<file path="config.mk">
export PLATFORM = sky130hd
export DESIGN_NAME = stroke_sequencer_n
export DESIGN_NICKNAME = d
export VERILOG_FILES = /design/src/rtl/stroke_sequencer_n.sv
export SDC_FILE = /design/constraint.sdc
export NUM_CORES = 1
export LEC_CHECK = 0
export CAP_MARGIN = 20
export CORE_ASPECT_RATIO = 1.25
export CORE_UTILIZATION = 50
export CTS_BUF_LIST = sky130_fd_sc_hd__clkbuf_2
export DETAILED_ROUTE_END_ITERATION = 7
export PLACE_DENSITY = 0.79
export SYNTH_ARGS = -nofsm -noshare
export SYNTH_HDL_FRONTEND = slang
export SYNTH_SLANG_ARGS = --single-unit
</file>
<file path="constraint.sdc">
create_clock -name clk -period 3 [get_ports clk]
set_clock_uncertainty 0.1 [all_clocks]
set_input_delay 0.3 -clock clk [delete_from_list [all_inputs] [get_ports clk]]
set_output_delay 0.3 -clock clk [all_outputs]
set_load 0.005 [all_outputs]
</file>
<file path="src/rtl/stroke_sequencer_n.sv">
// stroke_sequencer_n: four-stroke cycle tracker for NUM_CYL cylinders driven by crank events and CKP phase.
// Ports:
//   clk, reset_n          clock, asynchronous active-low reset
//   on                    enable; low forces IDLE on the next edge
//   crank_tick            single-cycle crank tooth pulse (also feeds the watchdog)
//   crank_changed         crank counter changed this cycle; evt = crank_tick & crank_changed
//   ckp                   CKP phase level (1: cylinder 0 at INTAKE, 0: at COMPRESSION)
//   stroke                per-cylinder stroke code at [2i+1:2i] (00 IN, 01 CMP, 10 CMB, 11 EXH)
//   allow_injection       bit i high while cylinder i is in INTAKE
//   allow_ignition        bit i high while cylinder i is in COMBUSTION
//   fic_on, ic_on, synced high while in RUN
//   sync_err              one-cycle pulse on loss of sync
// Optional feature: define HUST_EFI_CKP_CHECK_EN to require ckp=1 on the event that wraps base 11->00.
module stroke_sequencer_n #(
  parameter int          NUM_CYL          = 4,
  parameter int          TICKS_PER_STROKE = 1,
  parameter logic [15:0] FIRE_OFS         = 16'h00B4,
  parameter int          TIMEOUT_CYC      = 1000000
) (
  input  logic                 clk,
  input  logic                 reset_n,
  input  logic                 on,
  input  logic                 crank_tick,
  input  logic                 crank_changed,
  input  logic                 ckp,
  output logic [2*NUM_CYL-1:0] stroke,
  output logic [NUM_CYL-1:0]   allow_injection,
  output logic [NUM_CYL-1:0]   allow_ignition,
  output logic                 fic_on,
  output logic                 ic_on,
  output logic                 synced,
  output logic                 sync_err
);
  localparam int TCW = (TICKS_PER_STROKE > 1) ? $clog2(TICKS_PER_STROKE) : 1;
  localparam int WDW = $clog2(TIMEOUT_CYC + 1);
  localparam logic [TCW-1:0] TC_LAST = TCW'(TICKS_PER_STROKE - 1);
  localparam logic [WDW-1:0] WD_MAX  = WDW'(TIMEOUT_CYC);
  typedef enum logic [1:0] {IDLE, START, RUN} state_t;
  state_t               state_q, state_d;
  logic [1:0]           base_q, base_d;
  logic [TCW-1:0]       tcnt_q, tcnt_d;
  logic [WDW-1:0]       wd_q, wd_d, wd_inc;
  logic                 evt, wrap, timeout, ckp_bad, err_d, run_d;
  logic [2*NUM_CYL-1:0] stroke_d;
  logic [NUM_CYL-1:0]   inj_d, ign_d;
  function automatic logic [1:0] cyl_stroke(input logic [1:0] b, input int i);
    return b + FIRE_OFS[2*i +: 2];
  endfunction
  assign evt     = crank_tick & crank_changed;
  // last event of the current stroke: base advances on this one
  assign wrap    = evt && (tcnt_q == TC_LAST);
  assign wd_inc  = (wd_q == WD_MAX) ? wd_q : wd_q + 1'b1;
  // a tick in the limit cycle clears the watchdog instead of timing out
  assign timeout = !crank_tick && (wd_inc == WD_MAX);
`ifdef HUST_EFI_CKP_CHECK_EN
  // cylinder 0 re-enters INTAKE on the 11->00 wrap, so CKP must agree
  assign ckp_bad = wrap && (base_q == 2'b11) && !ckp;
`else
  assign ckp_bad = 1'b0;
`endif
  always_comb begin
    state_d = state_q;
    base_d  = base_q;
    tcnt_d  = tcnt_q;
    wd_d    = wd_q;
    err_d   = 1'b0;
    if (!on) begin
      state_d = IDLE;
      base_d  = 2'b00;
      tcnt_d  = '0;
      wd_d    = '0;
    end else begin
      case (state_q)
        IDLE: begin
          state_d = START;
          wd_d    = '0;
        end
        START: begin
          wd_d = '0;
          if (evt) begin
            base_d  = ckp ? 2'b00 : 2'b01;
            tcnt_d  = '0;
            state_d = RUN;
          end
        end
        RUN: begin
          wd_d = crank_tick ? '0 : wd_inc;
          if (timeout || ckp_bad) begin
            err_d   = 1'b1;
            state_d = START;
            wd_d    = '0;
          end else if (evt) begin
            tcnt_d = wrap ? '0 : tcnt_q + 1'b1;
            base_d = wrap ? base_q + 2'd1 : base_q;
          end
        end
        default: state_d = IDLE;
      endcase
    end
  end
  // outputs are registered from next-state values so they track the state register exactly
  always_comb begin
    run_d    = (state_d == RUN);
    stroke_d = '0;
    inj_d    = '0;
    ign_d    = '0;
    for (int i = 0; i < NUM_CYL; i++) begin
      stroke_d[2*i +: 2] = run_d ? cyl_stroke(base_d, i) : 2'b00;
      inj_d[i]           = run_d && (cyl_stroke(base_d, i) == 2'b00);
      ign_d[i]           = run_d && (cyl_stroke(base_d, i) == 2'b10);
    end
  end
  always_ff @(posedge clk or negedge reset_n) begin
    if (!reset_n) begin
      state_q         <= IDLE;
      base_q          <= 2'b00;
      tcnt_q          <= '0;
      wd_q            <= '0;
      stroke          <= '0;
      allow_injection <= '0;
      allow_ignition  <= '0;
      fic_on          <= 1'b0;
      ic_on           <= 1'b0;
      synced          <= 1'b0;
      sync_err        <= 1'b0;
    end else begin
      state_q         <= state_d;
      base_q          <= base_d;
      tcnt_q          <= tcnt_d;
      wd_q            <= wd_d;
      stroke          <= stroke_d;
      allow_injection <= inj_d;
      allow_ignition  <= ign_d;
      fic_on          <= run_d;
      ic_on           <= run_d;
      synced          <= run_d;
      sync_err        <= err_d;
    end
  end
endmodule

</file>
### Word-level counts from Yosys, hierarchy flattened

Index checks and enable logic that the tools add are counted.

* bits in registers: 43
* input port bits: 6
* output and inout bits: 20
* word-level logic and storage cells: 78

* add/subtract/negate cells: 6
* equality and inequality tests: 14
* mux-type cells: 29
* bitwise logic cells: 2
* reductions and logical operators: 18

Operator list (number)
* 2-to-1 mux 20 bit: 4
* == test 20 bit, second input constant: 2
* case mux 20 bit (2 select lines): 1
* 2-to-1 mux 2 bit: 12
* adder 20 x 1 -> 20 bit, second input constant: 1
* == test 2 bit, second input constant: 6
* logical AND 1 bit: 10
* logical NOT 2 bit: 5
* 2-to-1 mux 1 bit: 9
* inequality test 3 bit, second input constant: 3
* case mux 2 bit (3 select lines): 1
* adder 2 x 1 -> 2 bit, second input constant: 2
* adder 2 bit, second input constant: 2
* case mux 2 bit (2 select lines): 1
* AND reduction 4 bit: 1
* inequality test 3 x 1 -> 1 bit, second input constant: 1
* inequality test 3 x 2 -> 1 bit, second input constant: 1
* == test 2 x 1 -> 1 bit, second input constant: 1
* case mux 1 bit (2 select lines): 1
* OR reduction 2 bit: 1
* adder 1 bit, second input constant: 1
* AND 1 bit: 1
* logical NOT 1 bit: 1
* NOT 1 bit: 1

### Depth between registers and ports, before layout

* depth after elaboration: 10
* gate-level depth with buffers: 11
* mapped depth without buffers: 11

### Worst setup path before layout

No wires, ideal clock.

* path type: register to register
* from: register wd_q[0]
* to: register stroke[1]
* library setup time: 86 ps
* data arrival time: 2598 ps
* data required time: 2814 ps
* path slack: 216 ps
* stages on the path, launching flop included: 12
* path buffers: 2
* clock period less this slack: 2784 ps
* path through: dfrtp_1 clkbuf_2 inv_1 ha_1 nand3_1 or4_1 nor3_4 mux2_4 and4_4 o31a_4 buf_6 nor3_1

* word-level cells in the longest chain between the ends: 9
* elaborated cells on any way between the ends: 13
* classes of those cells: add/sub: 1; eq/ne: 3; mux: 8; reduce/logical: 1

Ends and longest elaborated chain
* start: declaration: line 42 `logic [WDW-1:0] wd_q, wd_d, wd_inc;`
* start signal: assignment: line 130 `wd_q <= wd_d;`
* adder 20 x 1 -> 20 bit / == test 20 bit (equally long branches): line 52 `assign wd_inc = (wd_q == WD_MAX) ? wd_q : wd_q + 1'b1;`
* 2-to-1 mux 20 bit *: line 52
* == test 20 bit *: line 54 `assign timeout = !crank_tick && (wd_inc == WD_MAX);`
* logical AND 1 bit *: line 54
* 2-to-1 mux 2 bit: line 88 `if (timeout || ckp_bad) begin`
* case mux 2 bit (3 select lines): line 73 `case (state_q)`
* 2-to-1 mux 2 bit: line 67 `if (!on) begin`
* == test 2 bit: line 103 `run_d = (state_d == RUN);`
* 2-to-1 mux 2 bit *: line 108 `stroke_d[2*i +: 2] = run_d ? cyl_stroke(base_d, i) : 2'b00;`
* named net stroke_d[1]: line 44 `logic [2*NUM_CYL-1:0] stroke_d;`
* end signal: assignment: line 131 `stroke <= stroke_d;`
* end: declaration: line 26 `output logic [2*NUM_CYL-1:0] stroke,`

Mark *: on every way through the listed nets, which the timed path passes. The rest lies on a longest branch.
A chain may end at the register's enable or synchronous reset.

### Worst setup path in the final report

* from: register wd_q[1]
* to: register allow_injection[1]

* word-level cells in the longest chain between the ends: 10
* elaborated cells on any way between the ends: 15
* classes of those cells: add/sub: 2; eq/ne: 3; mux: 7; reduce/logical: 3

Ends and longest elaborated chain
* adder 20 x 1 -> 20 bit / == test 20 bit (equally long branches): line 52
* 2-to-1 mux 20 bit *: line 52
* == test 20 bit *: line 54
* logical AND 1 bit *: line 54
* 2-to-1 mux 2 bit: line 88
* case mux 2 bit (2 select lines): line 73
* 2-to-1 mux 2 bit: line 67
* adder 2 x 1 -> 2 bit: line 47 `return b + FIRE_OFS[2*i +: 2];`
* logical NOT 2 bit: line 109 `inj_d[i] = run_d && (cyl_stroke(base_d, i) == 2'b00);`
* logical AND 1 bit *: line 109
* end signal: assignment: line 132 `allow_injection <= inj_d;`
* end: declaration: line 27 `output logic [NUM_CYL-1:0] allow_injection,`

Every way passes the cells marked *; elsewhere a longest branch is shown, timed or not.

==> results.ini <==
[global_route]
antenna_found_initial=0
track_usage=0.260
first_global_vias=2168
grt_max_degree=38
grt_pass1_wl_mm=10.8
grt-ovfl-total=0

[final_layout]
antenna_cells=0
fillers=470
fin_cells=393
utilization=0.584
stdcell_area_um2=2940
final_layout_size_suffix_gt1_frac=0.118
area_growth_pct=12.9
nets=345

[power]
p_per_area_nw_per_um2=332
p_leak_uw=0.00125
ir_worst_vdd_uv=229

[job]
max_cap_violations=0

[setup_path]
slowest_delay_ns=0.51
crit_slowest_cell=dfrtp_2
end_kind=flip-flop
path_delay_family=simple AND/OR/NAND/NOR gates
arrival_ns=3.06
start_kind=flip-flop
path_buf_inv=1
crit_type=reg2reg
cp_cell_sequence=ha_1 -> nand4_1 -> buf_4 -> nor3_1 -> a221oi_1 -> o211a_1 -> and4_4 -> o31a_4 -> nor4_1
critPathMaxFanout=12
cp.required_ns=3.22

[place]
hpwlAfterDp_mm=4.57
dp_cells=384
port_buffers=25
place_congestion=0.933
placedInstanceArea_um2=2850

[yosys]
ys.warnings.count=0
syn_inst=317
syn_area_per_cell_um2=8.23
synth_edf_count=0
async_flop_share=1.00
ys_seq_area_frac=0.355
synth-seq-cells=37
syn-num-nets=332
synth_ff_type=dfrtp_1
syn-cell-area_um2=2610
ys_types=52

[route]
drc_errors=0
drtIter0Drc=260
vias=2431
first_pass_iters=5
viasPerCell=6.19
drtAntennaViolNets=0
routed_wl_mm=6.48
routedWlPerCell_um=16.5

[floorplanning]
ios=26
die_height_um=82.8
fp-row-count=29
start_util=0.517
die_area_um2=5510
die_w_um=66.6
core_um2=5040

[status]
status=finished clean

[cts]
htree_levels=2
cts_buffers=5
post_cts_buffers=0
clock-sinks=37
cts_root_buf=clkbuf_2
clockBufferDepth=2
cts.clk_slew.worst_paths_ns=0.25
clk_latency_ns=0.44
cts_tree=built

[timing]
max_freq_mhz=352
timing.final.hold_violations=0
final.setup.tns_ns=0
hold_ws_ns=0.349
worstMarginPinSlew_ns=0.827
rsz0062_at_grt=false
fin_crit_ns=2.84
period_share=0.947
slew-limit-headroom=0.449
slew_violations=0
finalSetupViolations=0

[min_path]
hp-class=in2async

==> area by class of cell <==
cell class                 count  area (um^2)  share of cell area
clock inverter                 3         41.3              0.0140
multi-input combinational    233         1470               0.498
inverter                      14         52.6              0.0178
timing repair buffer          39          353               0.120
clock buffer                   5         25.0             0.00850
tap                           62         77.6              0.0263
sequential                    37          930               0.316
==> layout by cell type (no fill, tap or decap), drive strengths merged, types with 7 or more instances in the layout <==
master	instances
o31ai	7
o21ai	24
inv	14
ha	9
nand3	16
a21oi	10
nand2	35
a31oi	7
nor2	18
nand4	9
clkdlybuf4s50	24
and3	9
buf	14
nor3	22
dfrtp	37
nor4	9
==> flip-flops by register name, indices dropped and copies added, names as in the netlist <==
register	count
allow_ignition	1
allow_injection	3
base_q	2
state_q	2
stroke	6
sync_err	1
synced	1
tcnt_q	1
wd_q	20
==> per-layer routing <==
metal	vias up	share of wire	GRT usage
met5	-	0	0
met2	107	0.51	0.445
met3	18	0.056	0.0453
met1	1132	0.41	0.326
li1	1174	-	-
met4	0	0.027	0.0894
==> cell usage after synthesis (all sizes together), types with 3 or more instances <==
| library cell | instances | area share |
|---|---|---|
| inv | 14 | 0.020 |
| o31ai | 7 | 0.020 |
| o211a | 4 | 0.015 |
| nor3 | 22 | 0.048 |
| xnor2 | 3 | 0.010 |
| nand2b | 4 | 0.0096 |
| ha | 9 | 0.043 |
| a21oi | 10 | 0.019 |
| and2 | 4 | 0.0096 |
| a31oi | 7 | 0.017 |
| o41ai | 3 | 0.010 |
| nand2 | 35 | 0.050 |
| nor4 | 9 | 0.022 |
| dfrtp | 37 | 0.35 |
| and3 | 9 | 0.022 |
| or2 | 3 | 0.0072 |
| nand4 | 9 | 0.024 |
| nand3 | 16 | 0.031 |
| o211ai | 3 | 0.0086 |
| nor2 | 18 | 0.026 |
| and4 | 4 | 0.014 |
| clkbuf | 13 | 0.019 |
| o21ai | 24 | 0.046 |
| buf | 20 | 0.051 |
| or4 | 4 | 0.012 |
| a41oi | 4 | 0.013 |
==> repair_timing <==
action | CTS | global route
hold buffers | 1 | 0
setup endpoints to repair | 0 | 3
hold endpoints to repair | 37 | 0
gates resized for setup | 0 | 5
==> cells by family after synthesis <==
| group | after synthesis | synth area share |
|---|---|---|
| adder cells (fa/ha/maj) | 9 | 0.0432 |
| AND/OR/NAND/NOR | 143 | 0.293 |
| multiplexers | 2 | 0.00959 |
| flip-flops | 37 | 0.355 |
| buffers and inverters | 47 | 0.0902 |
| AO/OA/AOI/OAI | 75 | 0.196 |
| XOR/XNOR | 4 | 0.0134 |
==> power by group <==
| part | switching (uW) | leakage, uW | total (uW) | internal, uW |
|---|---|---|---|---|
| clock | 195 | 0.0000366 | 333 | 138 |
| sequential | 7.37 | 0.000510 | 514 | 506 |
| combinational | 82.0 | 0.000700 | 131 | 48.8 |
==> metrics by stage <==
step / setup slack (ns) / power, uW
6_report: 0.160 / 977
5_1_grt: 0.00183 / 1010
4_1_cts: 0.181 / 979
3_5_place_dp: 0.202 / 653
3_3_place_gp: 0.273 / 649
2_1_floorplan: 0.216 / 614
==> worst paths after layout <==
check                      slack (ns)                  to     from  cells after the start
setup / recovery                 0.16  allow_injection[1]  wd_q[1]                      9
hold / removal                   0.35             wd_q[7]  reset_n                      2
setup reg to reg                 0.16  allow_injection[1]  wd_q[1]                      9
hold reg to reg                  0.44              tcnt_q   tcnt_q                      1
max in group asynchronous        1.85             wd_q[0]  reset_n                      2
min in group clk                 0.44              tcnt_q   tcnt_q                      1
(Power assumes the default switching activity.)
